==> src/rtl/multi_channel_gain_mixer_if.sv <==
// Channel-side bundle of the gain mixer: per-channel samples, enables and gain
// targets in; frame handshake, mixed sample and current gains out.
interface multi_channel_gain_mixer_if #(
   parameter int NUM_CH = 4,
   parameter int DATA_W = 8,
   parameter int GAIN_W = 8
);
   logic [NUM_CH*DATA_W-1:0] sample_in;
   logic [NUM_CH-1:0]        ch_enable;
   logic [NUM_CH*GAIN_W-1:0] gain_target;
   logic                     mute;
   logic                     start;
   logic                     busy;
   logic [DATA_W-1:0]        mix_out;
   logic                     mix_valid;
   logic                     clip;
   logic [NUM_CH*GAIN_W-1:0] gain_cur;

   modport master (
      output sample_in, ch_enable, gain_target, mute, start,
      input  busy, mix_out, mix_valid, clip, gain_cur
   );

   modport slave (
      input  sample_in, ch_enable, gain_target, mute, start,
      output busy, mix_out, mix_valid, clip, gain_cur
   );
endinterface

==> src/rtl/multi_channel_gain_mixer.sv <==
// NUM_CH-channel unsigned mixer with per-channel slewed gains and a single
// time-multiplexed multiplier. One saturated sample is produced per start.
//
//   state  | meaning
//   -------+-----------------------------------------------------------
//   S_IDLE | waiting for start; inputs and gains snapshotted on start
//   S_MAC  | one channel per cycle accumulated into acc
//   S_OUT  | mix_out/clip/mix_valid presented; busy drops next cycle
module multi_channel_gain_mixer #(
   parameter int NUM_CH    = 4,
   parameter int DATA_W    = 8,
   parameter int GAIN_W    = 8,
   parameter int SLEW_DIV  = 2048,
   parameter int SLEW_STEP = 1
) (
   input logic                        clk,
   input logic                        rst,
   multi_channel_gain_mixer_if.slave  bus
);

   localparam int DIV_W  = $clog2(SLEW_DIV);
   localparam int IDX_W  = (NUM_CH > 1) ? $clog2(NUM_CH) : 1;
   localparam int ACC_W  = DATA_W + $clog2(NUM_CH) + 1;
   localparam int PROD_W = DATA_W + GAIN_W + 1;

   localparam logic [DIV_W-1:0] DIV_LAST = DIV_W'(SLEW_DIV - 1);
   localparam logic [IDX_W-1:0] IDX_LAST = IDX_W'(NUM_CH - 1);
   localparam logic [ACC_W-1:0] OUT_MAX  = {{(ACC_W-DATA_W){1'b0}}, {DATA_W{1'b1}}};

   typedef enum logic [1:0] {S_IDLE, S_MAC, S_OUT} state_t;

   state_t            state;
   logic [DIV_W-1:0]  div_cnt;
   logic              slew_tick;
   logic [GAIN_W-1:0] gain_r [NUM_CH];

   logic [DATA_W-1:0] samp_q [NUM_CH];
   logic [GAIN_W-1:0] gain_q [NUM_CH];
   logic [NUM_CH-1:0] en_q;
   logic [IDX_W-1:0]  idx;
   logic [ACC_W-1:0]  acc;

   logic              busy_r;
   logic [DATA_W-1:0] mix_out_r;
   logic              mix_valid_r;
   logic              clip_r;

   logic [DATA_W-1:0] mac_samp;
   logic [GAIN_W-1:0] mac_gain;
   logic [GAIN_W:0]   mac_geff;
   logic [PROD_W-1:0] mac_prod;
   logic [DATA_W-1:0] mac_term;
   logic [ACC_W-1:0]  acc_next;

   // Move cur toward tgt by at most SLEW_STEP, landing exactly on tgt.
   function automatic logic [GAIN_W-1:0] slew_next(input logic [GAIN_W-1:0] cur,
                                                   input logic [GAIN_W-1:0] tgt);
      int c;
      int t;
      int d;
      c = int'(cur);
      t = int'(tgt);
      if (c < t) begin
         d = t - c;
         c = c + ((d < SLEW_STEP) ? d : SLEW_STEP);
      end else begin
         d = c - t;
         c = c - ((d < SLEW_STEP) ? d : SLEW_STEP);
      end
      return GAIN_W'(c);
   endfunction

   assign slew_tick = (div_cnt == DIV_LAST);

   // Free-running slew divider, wraps after SLEW_DIV clocks.
   always_ff @(posedge clk) begin
      if (rst) begin
         div_cnt <= '0;
      end else if (slew_tick) begin
         div_cnt <= '0;
      end else begin
         div_cnt <= div_cnt + DIV_W'(1);
      end
   end

   // Gain slewing runs independently of the frame FSM and channel enables.
   always_ff @(posedge clk) begin
      if (rst) begin
         for (int k = 0; k < NUM_CH; k++) gain_r[k] <= '0;
      end else if (slew_tick) begin
         for (int k = 0; k < NUM_CH; k++) begin
            gain_r[k] <= slew_next(gain_r[k],
                                   bus.mute ? '0 : bus.gain_target[k*GAIN_W +: GAIN_W]);
         end
      end
   end

   // Shared multiplier; all-ones gain is treated as exact unity (2^GAIN_W).
   always_comb begin
      mac_samp = samp_q[idx];
      mac_gain = gain_q[idx];
      mac_geff = (&mac_gain) ? {1'b1, {GAIN_W{1'b0}}} : {1'b0, mac_gain};
      mac_prod = PROD_W'(mac_samp) * PROD_W'(mac_geff);
      mac_term = DATA_W'(mac_prod >> GAIN_W);
      acc_next = acc + (en_q[idx] ? ACC_W'(mac_term) : '0);
   end

   // Frame sequencer: snapshot, accumulate one channel per cycle, saturate.
   always_ff @(posedge clk) begin
      if (rst) begin
         state       <= S_IDLE;
         idx         <= '0;
         acc         <= '0;
         en_q        <= '0;
         busy_r      <= 1'b0;
         mix_out_r   <= '0;
         mix_valid_r <= 1'b0;
         clip_r      <= 1'b0;
         for (int k = 0; k < NUM_CH; k++) begin
            samp_q[k] <= '0;
            gain_q[k] <= '0;
         end
      end else begin
         mix_valid_r <= 1'b0;
         case (state)
            S_IDLE: begin
               if (bus.start) begin
                  for (int k = 0; k < NUM_CH; k++) begin
                     samp_q[k] <= bus.sample_in[k*DATA_W +: DATA_W];
                     gain_q[k] <= gain_r[k];
                  end
                  en_q   <= bus.ch_enable;
                  idx    <= '0;
                  acc    <= '0;
                  busy_r <= 1'b1;
                  state  <= S_MAC;
               end
            end
            S_MAC: begin
               acc <= acc_next;
               // Result is registered on the last MAC edge so it is visible in S_OUT.
               if (idx == IDX_LAST) begin
                  mix_out_r   <= (acc_next > OUT_MAX) ? {DATA_W{1'b1}} : DATA_W'(acc_next);
                  clip_r      <= (acc_next > OUT_MAX);
                  mix_valid_r <= 1'b1;
                  state       <= S_OUT;
               end else begin
                  idx <= idx + IDX_W'(1);
               end
            end
            S_OUT: begin
               busy_r <= 1'b0;
               state  <= S_IDLE;
            end
            default: begin
               busy_r <= 1'b0;
               state  <= S_IDLE;
            end
         endcase
      end
   end

   for (genvar k = 0; k < NUM_CH; k++) begin : g_gain_out
      assign bus.gain_cur[k*GAIN_W +: GAIN_W] = gain_r[k];
   end

   assign bus.busy      = busy_r;
   assign bus.mix_out   = mix_out_r;
   assign bus.mix_valid = mix_valid_r;
   assign bus.clip      = clip_r;

endmodule
==> src/flat_wrapper.sv <==
// flat-port wrapper written by rule: the top's interface ports become plain ports
module multi_channel_gain_mixer_flat 
#(
   parameter int NUM_CH    = 4,
   parameter int DATA_W    = 8,
   parameter int GAIN_W    = 8,
   parameter int SLEW_DIV  = 2048,
   parameter int SLEW_STEP = 1
)
  (clk, rst, bus_sample_in, bus_ch_enable, bus_gain_target, bus_mute, bus_start, bus_busy, bus_mix_out, bus_mix_valid, bus_clip, bus_gain_cur);
  multi_channel_gain_mixer_if #(.NUM_CH(NUM_CH), .DATA_W(DATA_W), .GAIN_W(GAIN_W)) bus_i ();
  input logic clk;
  input logic rst;
  input wire logic [$bits(bus_i.sample_in)-1:0] bus_sample_in;
  input wire logic [$bits(bus_i.ch_enable)-1:0] bus_ch_enable;
  input wire logic [$bits(bus_i.gain_target)-1:0] bus_gain_target;
  input wire logic [$bits(bus_i.mute)-1:0] bus_mute;
  input wire logic [$bits(bus_i.start)-1:0] bus_start;
  output wire logic [$bits(bus_i.busy)-1:0] bus_busy;
  output wire logic [$bits(bus_i.mix_out)-1:0] bus_mix_out;
  output wire logic [$bits(bus_i.mix_valid)-1:0] bus_mix_valid;
  output wire logic [$bits(bus_i.clip)-1:0] bus_clip;
  output wire logic [$bits(bus_i.gain_cur)-1:0] bus_gain_cur;
  assign bus_i.sample_in = bus_sample_in;
  assign bus_i.ch_enable = bus_ch_enable;
  assign bus_i.gain_target = bus_gain_target;
  assign bus_i.mute = bus_mute;
  assign bus_i.start = bus_start;
  assign bus_busy = bus_i.busy;
  assign bus_mix_out = bus_i.mix_out;
  assign bus_mix_valid = bus_i.mix_valid;
  assign bus_clip = bus_i.clip;
  assign bus_gain_cur = bus_i.gain_cur;
  multi_channel_gain_mixer #(.NUM_CH(NUM_CH), .DATA_W(DATA_W), .GAIN_W(GAIN_W), .SLEW_DIV(SLEW_DIV), .SLEW_STEP(SLEW_STEP)) u_core (.clk(clk), .rst(rst), .bus(bus_i));
endmodule
==> config.mk <==
export PLATFORM = sky130hd
export DESIGN_NAME = multi_channel_gain_mixer_flat
export DESIGN_NICKNAME = d
export VERILOG_FILES = /design/src/rtl/multi_channel_gain_mixer_if.sv /design/src/rtl/multi_channel_gain_mixer.sv /design/src/flat_wrapper.sv
export SDC_FILE = /design/constraint.sdc
export NUM_CORES = 1
export LEC_CHECK = 0
export CAP_MARGIN = 15
export CORE_ASPECT_RATIO = 1.1
export CORE_UTILIZATION = 40
export CTS_CLUSTER_DIAMETER = 80
export DETAILED_ROUTE_END_ITERATION = 16
export GPL_TIMING_DRIVEN = 0
export SYNTH_ARGS = -nofsm -noshare
export SYNTH_HDL_FRONTEND = slang
export SYNTH_SLANG_ARGS = --single-unit
==> constraint.sdc <==
create_clock -name clk -period 18.5 [get_ports clk]
set_clock_uncertainty 0.1 [all_clocks]
set_input_delay 5.55 -clock clk [delete_from_list [all_inputs] [get_ports clk]]
set_output_delay 5.55 -clock clk [all_outputs]
set_load 0.02 [all_outputs]
# --- Yosys cells after proc, flatten, opt, wreduce, memory -nomap -nowiden ---
# Memories as Yosys holds them, arrays and structs flattened. A register that Yosys moved wholly into a read port is not among the register bits.
# Index checks and enable logic that the tools add are counted.
# Widths: inputs -> output; s select.
classes:
  bitwise: 13
  n_mul: 1
  order_cmp: 14
  n_eq_ne: 6
  n_addsub: 19
  n_mux: 65
  reduce_logical: 11
ops:
  columns: ["operator", "n"]
  rows:
  - ["$mux 8", 38]
  - ["$lt 9x2->1 const B", 8]
  - ["$sub 8x8->9", 8]
  - ["$add 8x8->8", 4]
  - ["$lt 8x8->1", 4]
  - ["$sub 8x8->8", 4]
  - ["$pmux 11 s2", 1]
  - ["$mul 8x9->16", 1]
  - ["$mux 2", 8]
  - ["$mux 1", 12]
  - ["$or 1x1->1", 12]
  - ["$add 11x1->11 const B", 1]
  - ["$add 11x11->11", 1]
  - ["$eq 11x11->1 const B", 1]
  - ["$gt 11x8->1 const B", 1]
  - ["$mux 11", 1]
  - ["$reduce_and 2->1", 5]
  - ["$mux 9", 1]
  - ["$pmux 2 s2", 2]
  - ["$reduce_and 8->1", 1]
  - ["$ne 2x2->1 const B", 2]
  - ["$reduce_or 2->1", 2]
  - ["$lt 2x3->1 const B", 1]
  - ["$reduce_and 3->1", 1]
  - ["9 further kinds", 9]
word_totals:
  n_memories: 3
  register_bits: 41
  ram_bits: 96
  wordCells: 141
  input_bits: 72
mem_list:
  columns: ["memory", "depth", "word_bits", "read_ports", "rd_clocked_by_memory_dff", "write_ports", "line_no", "source"]
  rows:
  - ["u_core.gain_q", 4, 8, 1, 1, 4, "multi_channel_gain_mixer.sv:38", "logic [GAIN_W-1:0] gain_q [NUM_CH];"]
  - ["u_core.gain_r", 4, 8, 4, 0, 4, "multi_channel_gain_mixer.sv:35", "logic [GAIN_W-1:0] gain_r [NUM_CH];"]
  - ["u_core.samp_q", 4, 8, 1, 1, 4, "multi_channel_gain_mixer.sv:37", "logic [DATA_W-1:0] samp_q [NUM_CH];"]

# --- Depth between registers and ports, before layout ---
depth:
  ltp_word: 9
  mapped_depth: 35
  depth_no_buf: 31

# --- Worst setup path before layout ---
# No wires, ideal clock.
synth_path:
  kind: "input to register"
  from: "input port bus_mute"
  to: "memory u_core.gain_r[3][7] (data pin)"
  arrival_ps: 10285
  setup_time_ps: 266
  path_buffers: 2
  path_stages: 23
  required_ps: 18134
  path_slack_ps: 7849
  cell_sequence: "clkbuf_1 > nand2b_1 > ha_1 > fa_1 > o21ai_0 > a21o_1 > xnor2_1 > nand3_1 > o41a_1 > or2_2 > ha_1 > clkbuf_1 > nor2b_1 > o311ai_0 > o2111ai_1 > ha_1 > a21o_1 > a21o_1 > a21o_1 > a31oi_1 > xnor2_1 > xnor2_1 > nor2_1"
synth_lines:
  columns: ["element", "line_no", "source"]
  rows:
  - ["start: declaration", "flat_wrapper.sv:17", "input wire logic [$bits(bus_i.mute)-1:0] bus_mute;"]
  - ["end: declaration", "multi_channel_gain_mixer.sv:35", null]

==> results_dict.tcl <==
set metrics [dict create \
    largest_stage_delay_worst_path_ns 0.52 \
    io-pin-count 115 \
    area_of_the_die_um2 33120 \
    initial_core_utilization 0.4094 \
    detail_route.iter0.violations 574 \
    synth_cell_types 78 \
    worst_hold_path_type "flip-flop to flip-flop" \
    routed_wire_length_per_instance_um 16.22 \
    critical_path_depth 24 \
    outcome "finished, final reports clean" \
    synth_fa_ha_area_frac 0.2151 \
    fmax_mhz 86.76 \
    crit_chain "clkdlybuf4s50_1, clkbuf_1, nand2b_1, inv_1, ha_1, nor2b_1, o21a_1, or2_2, nor3_1, a211oi_1, nor4_1, a21oi_1, or2_2, ha_1, or3_1, a31oi_1, ha_1, a21o_1, a21o_1, a21o_1, a31oi_1, xnor2_1, and4_1, nor3_1" \
    relative_slew_slack 0.3981 \
    synth_area_leaders "sky130_fd_sc_hd__edfxtp_1 22%, sky130_fd_sc_hd__ha_1 13%, sky130_fd_sc_hd__fa_1 8.2%" \
    worstSkewPairLatency_ns 0.43 \
    detail_route.wirelength_um 32560 \
    drt-vias-per-instance 5.246 \
    dp.final_hpwl_um 25490 \
    async_reset_ff_frac 0 \
    top_signal_layer_used "met4" \
    synth.largest_area_cell "sky130_fd_sc_hd__edfxtp_1" \
    ys_seq_area_frac 0.2889 \
    grt_pass1_vias 10570 \
    worst-slew-pin-transition_ns 0.8968 \
    share_comb_of_total_power 0.373 \
    crit_path_max_fanout 10 \
    met3_wirelength_um 1041 \
    top_ff_cell_synth "sky130_fd_sc_hd__edfxtp_1" \
    finalSetupViolations 0 \
    totalNegativeSetupSlack_ns 0 \
    yosys.area_share.xor_xnor 0.05678 \
    route.met2.wl_um 16300 \
    area_growth_syn_to_layout_pct 17.24 \
    syn-instance-count 1442 \
    count_of_h_tree_levels_built_during_cts 4 \
    cts_hold_repair.buffers 0 \
    synth.cell_area_um2 12960 \
    grt_start_max_net_pins 65 \
    std_cell_rows 68 \
    grt_first_pass_wirelength_um 53200 \
    path_delay_family "simple AND/OR/NAND/NOR gates" \
    slew_viol_final 0 \
    ys_ff_latch 139 \
    timing_worst_setup_path_type "primary input to flip-flop" \
    p_leak_nw 6.606 \
    synthMostInstantiatedCell "sky130_fd_sc_hd__nor2_1" \
    power.share.switching 0.3592 \
    post_layout_nonfiller_instances 2008 \
    number_of_flops_mapped_to_enable_cells_by_yosys 96 \
    setup_repair_after_global_routing_missed_its_margin "false" \
    core_area_um2 31650 \
    numCtsBuffers 17 \
    detail_route.first_pass.iterations 5 \
    antennaDiodeCount 0 \
    critical-path-slowest-cell "sky130_fd_sc_hd__clkdlybuf4s50_1" \
    peakVddDrop_v 0.00006163 \
    final_period_utilization 0.6230 \
    dp_worst_setup_slack_ns 6.595 \
    synth-simple-area-share 0.2053 \
    m1WireLength_um 14480 \
    synth-compound-area-share 0.1419 \
    place_congestion 0.8729 \
    cp_num_buf_inv 3 \
    cts_post_setup_buffers_inserted 0 \
    setup.worst_path.end_class "flip-flop" \
    post_synth.cell_area_avg_um2 8.986 \
    worst_ep_arrival_time_ns 11.57 \
    remaining_drc_errors 0 \
    multiInputGateArea_um2 8492 \
    numClockSinks 139 \
    muxShareOfSynthArea 0.03563 \
    final_area_um2 15190 \
    timing.critical_path.from_type "primary input" \
    seq_power_share 0.328 \
    fraction_of_layout_instances_using_a_drive_strength_above_1 0.06171 \
    chipHeight_um 190.8 \
    antenna_found_initial 0 \
    place.port_buffers 113 \
    die-width_um 173.6 \
    root_buffer "sky130_fd_sc_hd__clkbuf_16" \
    hold-path-cell-count 2 \
    fraction_of_the_core_area_covered_by_cells_at_the_end_of_the_flow 0.4800 \
    place.detailed.instances 1976 \
    layout.area.seq_um2 3744 \
    clock_slew_at_reported_path_ffs_ns 0.07 \
    power.internal_mw 0.7055 \
    r2r_depth 33 \
    grt_util_all_layers 0.2011 \
    cp.required_ns 18.55 \
    finalCriticalPeriod_ns 11.53 \
    cts_repair_resize_count 0 \
    main_combinational_cell_family_by_area_after_synthesis "adder cells" \
    power-per-cell-area_nw_per_um2 72.48 \
    yosysWarnings 0 \
    max_cap_violations 0 \
    clock_tree.buffer_depth 2 \
    syn_nets 1705 \
    route.vias.total 10530 \
    clock_tree_from_tritoncts "done" \
    placed_area_um2 14640 \
    timing.final.hold_violations 0 \
    netlist.area_leader.share 0.2225 \
    num-fill-cells 3077 \
    final.setup.worst_slack_ns 6.975 \
    synth_common_cells "169 x sky130_fd_sc_hd__nor2_1, 141 x sky130_fd_sc_hd__inv_1, 138 x sky130_fd_sc_hd__ha_1, 96 x sky130_fd_sc_hd__edfxtp_1, 72 x sky130_fd_sc_hd__nand2_1" \
    gr-total-overflow 0 \
    fin_nets 1838 \
    ant_nets 0 \
    netSwitchingPower_mw 0.3955 \
    share_clk_of_total_power 0.299 \
]
-- cells by family (layout without fill, tap and decap cells) --
family,count (synthesis),in the layout
flops,139,139
fa+ha+maj,191,191
mux,33,33
simple gates,532,532
xor+xnor,84,84
compound gates,275,275
buf+inv,188,334
-- flip-flops by register name, indices dropped and copies added, names as in the netlist, named ones only --
name and flops:
u_core.acc 11, u_core.bus.busy 1, u_core.bus.clip 1, u_core.bus.mix_out 8, u_core.bus.mix_valid 1, u_core.div_cnt 11, u_core.en_q 4, u_core.gain_q 32
u_core.gain_r 32, u_core.idx 2, u_core.samp_q 32, u_core.state 2
-- power groups by stage --
stage / Sequential, mW / Clock, mW / Combinational, mW
CTS: 0.361 / 0.336 / 0.413
global route: 0.363 / 0.347 / 0.466
detailed placement: 0.368 / 0 / 0.408
global placement: 0.369 / 0 / 0.401
finish: 0.361 / 0.330 / 0.411
floorplan: 0.368 / 0 / 0.304
-- cells in the final DEF (no fill, tap or decap), types with 15 or more instances in the layout --
| master | count |
|---|---|
| sky130_fd_sc_hd__nor3_1 | 65 |
| sky130_fd_sc_hd__edfxtp_1 | 96 |
| sky130_fd_sc_hd__or2_2 | 32 |
| sky130_fd_sc_hd__a31oi_1 | 15 |
| sky130_fd_sc_hd__a21oi_1 | 58 |
| sky130_fd_sc_hd__nand2_1 | 72 |
| sky130_fd_sc_hd__and2_1 | 44 |
| sky130_fd_sc_hd__xnor2_1 | 53 |
| sky130_fd_sc_hd__dfxtp_1 | 43 |
| sky130_fd_sc_hd__o21a_1 | 24 |
| sky130_fd_sc_hd__xor2_1 | 31 |
| sky130_fd_sc_hd__clkbuf_16 | 17 |
| sky130_fd_sc_hd__clkdlybuf4s50_1 | 113 |
| sky130_fd_sc_hd__clkbuf_1 | 37 |
| sky130_fd_sc_hd__mux2i_1 | 15 |
| sky130_fd_sc_hd__nand2b_1 | 45 |
| sky130_fd_sc_hd__a21o_1 | 46 |
| sky130_fd_sc_hd__nand3_1 | 17 |
| sky130_fd_sc_hd__inv_1 | 142 |
| sky130_fd_sc_hd__fa_1 | 53 |
| sky130_fd_sc_hd__and3_1 | 16 |
| sky130_fd_sc_hd__o21ai_0 | 51 |
| sky130_fd_sc_hd__nor2b_1 | 29 |
| sky130_fd_sc_hd__nor2_1 | 169 |
| sky130_fd_sc_hd__ha_1 | 138 |
-- worst register-to-register path: cells and delay by family (launching register included) --
family / cells / cell delay [ns]
AOI/OAI and AO/OA: 10 / 2.43
xor gates and xnor gates: 1 / 0.18
adders and majority gates: 6 / 2.61
buffers and inverters: 9 / 1.50
DFF: 1 / 0.43
muxes: 2 / 0.78
and+or+nand+nor: 5 / 1.10
-- worst paths after layout --
| kind | slack [ns] | start | end |
|---|---|---|---|
| min reg2reg | 0.36 | u_core.en_q[2] | u_core.en_q[2] |
| min | 0.36 | u_core.en_q[2] | u_core.en_q[2] |
| max reg2reg | 9.33 | flip-flop | u_core.bus.mix_out[1] |
| max | 6.97 | bus_mute | u_core.gain_r[1][7] |
-- per-layer routing --
metal  vias to the layer above  track usage
li1                       5250            -
met1                      5046       0.2509
met2                       200       0.3608
met3                        37      0.02432
met4                         0      0.06275
met5                         -            0
-- per-stage QoR --
stage	hold slack [ns]	total power, mW
final	0.3566	1.101
after global routing	0.3770	1.176
after CTS	0.3570	1.110
after detailed placement	0.3475	0.7758
after global placement	0.3390	0.7697
after floorplan	0.3329	0.6719
-- final cells by class --
class	count	area share
plain buffers	47	0.01326
clock buffers	17	0.02800
clock inverters	15	0.008072
inverters	141	0.03484
multi-input cells	1115	0.5590
flip-flops and latches	139	0.2464
well taps	420	0.03459
repair buffers	114	0.07578
(Power assumes the default switching activity.)
